$ cat src/rtl/rd_sched_pkg.sv
// Shared types and default constants for the rd_sched read sequencer.
// Optional wait-state timeout is enabled by defining RD_SCHED_TIMEOUT_EN.
package rd_sched_pkg;

    localparam int unsigned N_REQ_DEF   = 4;
    localparam int unsigned TMO_CYC_DEF = 15;

    typedef enum logic [1:0] {
        ST_IDLE = 2'd0,
        ST_READ = 2'd1,
        ST_WAIT = 2'd2,
        ST_DONE = 2'd3
    } state_e;

endpackage

$ cat src/rtl/rd_sched_rr.sv
// Combinational round-robin picker: first requester at or after ptr_i wins,
// searching upward and wrapping at N_REQ.
module rd_sched_rr
    import rd_sched_pkg::*;
#(
    parameter int unsigned N_REQ = N_REQ_DEF,
    parameter int unsigned PW    = (N_REQ > 1) ? $clog2(N_REQ) : 1
) (
    input  logic [N_REQ-1:0] req_i,
    input  logic [PW-1:0]    ptr_i,
    output logic [N_REQ-1:0] win_o,
    output logic [PW-1:0]    idx_o,
    output logic             any_o
);

    logic [PW-1:0] k;

    always_comb begin
        win_o = '0;
        idx_o = '0;
        any_o = 1'b0;
        k     = '0;
        for (int unsigned i = 0; i < N_REQ; i++) begin
            k = PW'((32'(ptr_i) + i) % N_REQ);
            if (!any_o && req_i[k]) begin
                any_o    = 1'b1;
                win_o[k] = 1'b1;
                idx_o    = k;
            end
        end
    end

endmodule

$ cat src/rtl/rd_sched.sv
// Round-robin read sequencer: IDLE -> READ -> WAIT -> DONE with registered outputs.
// Define RD_SCHED_TIMEOUT_EN to abort WAIT after TMO_CYC cycles of ws=1 (err pulse).
module rd_sched
    import rd_sched_pkg::*;
#(
    parameter int unsigned N_REQ   = N_REQ_DEF,
    parameter int unsigned TMO_CYC = TMO_CYC_DEF
) (
    input  logic             clk,
    input  logic             rst,
    input  logic [N_REQ-1:0] req,
    input  logic             ws,
    output logic [N_REQ-1:0] gnt,
    output logic             rd,
    output logic             rs,
    output logic [N_REQ-1:0] done,
    output logic             err,
    output logic             busy
);

    localparam int unsigned PW = (N_REQ > 1) ? $clog2(N_REQ) : 1;

    if (N_REQ < 2 || N_REQ > 8 || TMO_CYC < 1) begin : g_bad_param
        $error("rd_sched: N_REQ must be 2..8 and TMO_CYC at least 1");
    end

    state_e           state_q, state_d;
    logic [PW-1:0]    ptr_q, ptr_d;
    logic [N_REQ-1:0] gnt_q, gnt_d;
    logic [N_REQ-1:0] done_q, done_d;
    logic             rd_q, rd_d;
    logic             rs_q, rs_d;
    logic             busy_q, busy_d;

    logic [N_REQ-1:0] win_oh;
    logic [PW-1:0]    win_idx;
    logic             win_any;

    rd_sched_rr #(.N_REQ(N_REQ), .PW(PW)) u_rr (
        .req_i (req),
        .ptr_i (ptr_q),
        .win_o (win_oh),
        .idx_o (win_idx),
        .any_o (win_any)
    );

`ifdef RD_SCHED_TIMEOUT_EN
    localparam int unsigned CW = $clog2(TMO_CYC + 1);
    logic [CW-1:0] cnt_q, cnt_d;
    logic          err_q, err_d;
`endif

    always_comb begin
        state_d = state_q;
        ptr_d   = ptr_q;
        gnt_d   = gnt_q;
`ifdef RD_SCHED_TIMEOUT_EN
        cnt_d   = '0;
        err_d   = 1'b0;
`endif
        unique case (state_q)
            ST_IDLE: begin
                if (win_any) begin
                    state_d = ST_READ;
                    gnt_d   = win_oh;
                    ptr_d   = (32'(win_idx) == N_REQ - 1) ? '0 : win_idx + PW'(1);
                end
            end
            ST_READ: state_d = ST_WAIT;
            ST_WAIT: begin
                if (!ws) begin
                    state_d = ST_DONE;
`ifdef RD_SCHED_TIMEOUT_EN
                end else if (cnt_q == CW'(TMO_CYC - 1)) begin
                    state_d = ST_IDLE;
                    err_d   = 1'b1;
                end else begin
                    cnt_d = cnt_q + CW'(1);
`endif
                end
            end
            ST_DONE: state_d = ST_IDLE;
            default: state_d = ST_IDLE;
        endcase

        // Outputs are registered, so decode them from the state being entered.
        if (state_d == ST_IDLE) gnt_d = '0;
        rd_d   = (state_d == ST_READ) || (state_d == ST_WAIT);
        rs_d   = (state_d == ST_DONE);
        done_d = rs_d ? gnt_d : '0;
        busy_d = (state_d != ST_IDLE);
    end

    always_ff @(posedge clk or posedge rst) begin
        if (rst) begin
            state_q <= ST_IDLE;
            ptr_q   <= '0;
            gnt_q   <= '0;
            done_q  <= '0;
            rd_q    <= 1'b0;
            rs_q    <= 1'b0;
            busy_q  <= 1'b0;
`ifdef RD_SCHED_TIMEOUT_EN
            cnt_q   <= '0;
            err_q   <= 1'b0;
`endif
        end else begin
            state_q <= state_d;
            ptr_q   <= ptr_d;
            gnt_q   <= gnt_d;
            done_q  <= done_d;
            rd_q    <= rd_d;
            rs_q    <= rs_d;
            busy_q  <= busy_d;
`ifdef RD_SCHED_TIMEOUT_EN
            cnt_q   <= cnt_d;
            err_q   <= err_d;
`endif
        end
    end

    assign gnt  = gnt_q;
    assign done = done_q;
    assign rd   = rd_q;
    assign rs   = rs_q;
    assign busy = busy_q;
`ifdef RD_SCHED_TIMEOUT_EN
    assign err  = err_q;
`else
    assign err  = 1'b0;
`endif

    // Simulation aid only: four-character ASCII name of the current state.
    logic [31:0] statename;
    always_comb begin
        statename = "????";
        unique case (state_q)
            ST_IDLE: statename = "IDLE";
            ST_READ: statename = "READ";
            ST_WAIT: statename = "WAIT";
            ST_DONE: statename = "DONE";
            default: statename = "????";
        endcase
    end

endmodule

$ cat config.mk
export PLATFORM = sky130hd
export DESIGN_NAME = rd_sched
export DESIGN_NICKNAME = d
export VERILOG_FILES = /design/src/rtl/rd_sched_pkg.sv /design/src/rtl/rd_sched_rr.sv /design/src/rtl/rd_sched.sv
export SDC_FILE = /design/constraint.sdc
export NUM_CORES = 1
export LEC_CHECK = 0
export ABC_AREA = 1
export CAP_MARGIN = 20
export CORE_MARGIN = 2
export CORE_UTILIZATION = 48
export CTS_BUF_LIST = sky130_fd_sc_hd__clkbuf_4 sky130_fd_sc_hd__clkbuf_8 sky130_fd_sc_hd__clkbuf_16
export DETAILED_ROUTE_END_ITERATION = 6
export MAX_ROUTING_LAYER = met4
export PLACE_DENSITY = 0.75
export SYNTH_ARGS = -nofsm -noshare
export SYNTH_HDL_FRONTEND = slang
export SYNTH_SLANG_ARGS = --single-unit
$ cat constraint.sdc
create_clock -name clk -period 2.1 [get_ports clk]
set_input_delay 0.42 -clock clk [delete_from_list [all_inputs] [get_ports clk]]
set_output_delay 0.42 -clock clk [all_outputs]
set_load 0.01 [all_outputs]
==> results.cfg <==
[run_status]
status = finished clean

[place]
dp_slack_ps = -177
hpwl_um = 2120
place.gp.congestion = 0.854
io_buffers = 17

[global_routing]
grt_pass1_wl_um = 4690
antenna_found_initial = 0
grt_pass1_vias = 1142
groute.usage.overall_pct = 19.2
grt_max_degree = 16
grt_overflow = 0

[sta]
worst_slew_margin_rel_pct = 63.9
tightestPinTransition_ps = 541
rsz0062_at_grt = no
min_period_over_period_pct = 91.5
fmax_mhz = 520
finalCriticalPeriod_ps = 1920
setup_viol = 0
fin_worst_skew_ps = 3.93
timing.final.ws_setup_ps = 178
final-hold-violation-count = 0
drv_slew = 0

[detailed_routing]
routedWlPerCell_um = 11.0
vias = 1118
postRouteWirelength_um = 2570
vias_per_cell = 4.80
firstDrtPassIters = 4
antenna_left = 0
drcViolationCount = 0
first_iter_violations = 15

[worst_setup_path]
setup.worst_path.start_class = register
r2r-end = done[1]
worstSetupPathType = register to register
worst-path-max-fanout = 6
ff2ff_path_depth = 11
rrSetupSlack_ps = 180
crit_arrival_ps = 2100
cp-end-kind = register
crit_required_ps = 2270

[synth]
synthTopCellsByCount = nand2_1 (34), inv_1 (33), nor2_1 (24), dfrtp_1 (15), ha_1 (13)
synth_top_area_cell = dfrtp_1
synth_edf_count = 0
synth_area_mm2 = 0.00126
syn_inst = 170
ys_seq_elements = 15
yosysUniqueCellTypes = 22
yosys_warnings = 0
synth_top_area_share_pct = 29.8
synth_most_common_cell = nand2_1
synth_fp_nets = 190
syn_area_per_cell_um2 = 7.40
yosysSeqAreaShare_pct = 29.8
ys.flop_type = dfrtp_1
synthTopCellsByArea = dfrtp_1 (30%), ha_1 (13%), nand2_1 (10%)
synthArstFlopShare_pct = 100

[die]
die_x_um = 55.2
boundaryPins = 19
die_h_um = 55.2
num_rows = 18
die_area_mm2 = 0.00305
core_area_mm2 = 0.00248
start_util_pct = 50.8

[run]
cap_violations = 0

[clock_network]
worstSkewPairLatency_ps = 280
numCtsBuffers = 3
cts_tree = done
cts_buffer_depth = 2
cts.hold.buffers_added = 0
cts.sink_count = 15
clk_pin_slew_ps = 80
root_buffer = clkbuf_4
htree_levels = 1

[power_and_ir_drop]
pwr_density_cell_mw_per_mm2 = 1800
p_leak_nw = 0.857
irDropWorstVdd_mv = 1.09

[finish]
num_antenna_cells = 0
syn_to_final_growth_pct = 26.6
num-nets-final = 224
utilization_pct = 64.3
drive_gt1_share_pct = 22.7

[min_path]
hold_class = input pin to asynchronous set/reset pin
## worst max path at each step
stage                     startpoint      end  slack (ps)  cells past startpoint
after CTS                   register  done[1]          50                     11
after global placement        req[3]  done[2]        -110                     12
after detailed placement      req[3]  done[1]        -180                     12
after floorplan             ptr_q[1]  done[0]          10                     12
after global routing        register   gnt[3]           2                     11
final                       register  done[1]         180                     11
## metal layers
layer / vias up / part of all wire, % / global-route usage, %
met4: 0 / 1.2 / 6.27
met5: - / 0 / -
met2: 20 / 57 / 37.1
li1: 576 / - / -
met1: 518 / 40 / 19.8
met3: 4 / 2.2 / 2.34
## cell usage in the layout (no fill, tap or decap), drive strengths merged
cell type	count
nand2	47
inv	36
nor2	27
clkdlybuf4s50	17
dfrtp	15
nand3	14
buf	13
ha	13
o21ai	7
a21oi	6
clkbuf	4
nand4	3
conb	1
## critical path, cell delays in order, from the launching register on
cell and delay, ps:
dfrtp_2 400, inv_4 40, ha_1 330, inv_2 150, nor2_1 100, nor2_4 90, nand4_1 120, o21ai_2 160
ha_2 250, a21oi_1 60, nand2_1 90, nor2_1 40
## cell type report
class,instances,area (um2)
fillers,226,883
inverters,36,138
clock buffers,4,30.0
well taps,30,37.5
repair buffers,30,268
multi-input cells,118,744
flip-flops and latches,15,377
## sequential cells by signal (all words and copies together), names as in the netlist, named ones only
name     count
rd           1
state_q      2
rs           1
ptr_q        1
busy         1
gnt          4
done         4
## what timing repair did
| item | CTS | global route |
|---|---|---|
| resized for setup | 0 | 3 |
| setup buffers | 0 | 0 |
| setup endpoints to repair | 0 | 8 |
## where the power goes
part / switching [W] / leakage [nW] / internal, W
sequential: 0.0000563 / 0.187 / 0.000431
combinational: 0.00131 / 0.651 / 0.000895
clock: 0.0000849 / 0.0184 / 0.0000865
## cells by family after synthesis
group	synth area share [%]
buf+inv	11.5
fa+ha+maj	12.9
flops	29.8
other cells	0.298
simple gates	39.4
compound gates	6.06
## metrics by stage
stage	area [um2]	power, W	instances	hold WS, ps	TNS (ps)
after global placement	1560	0.00261	229	621	-779
final	1590	0.00286	233	487	0
after global routing	1590	0.00318	233	536	0
after CTS	1590	0.00286	233	506	0
after floorplan	1260	0.00196	170	321	0
after detailed placement	1560	0.00269	229	637	-1420
No activity file was read; power rests on OpenSTA's default activity.
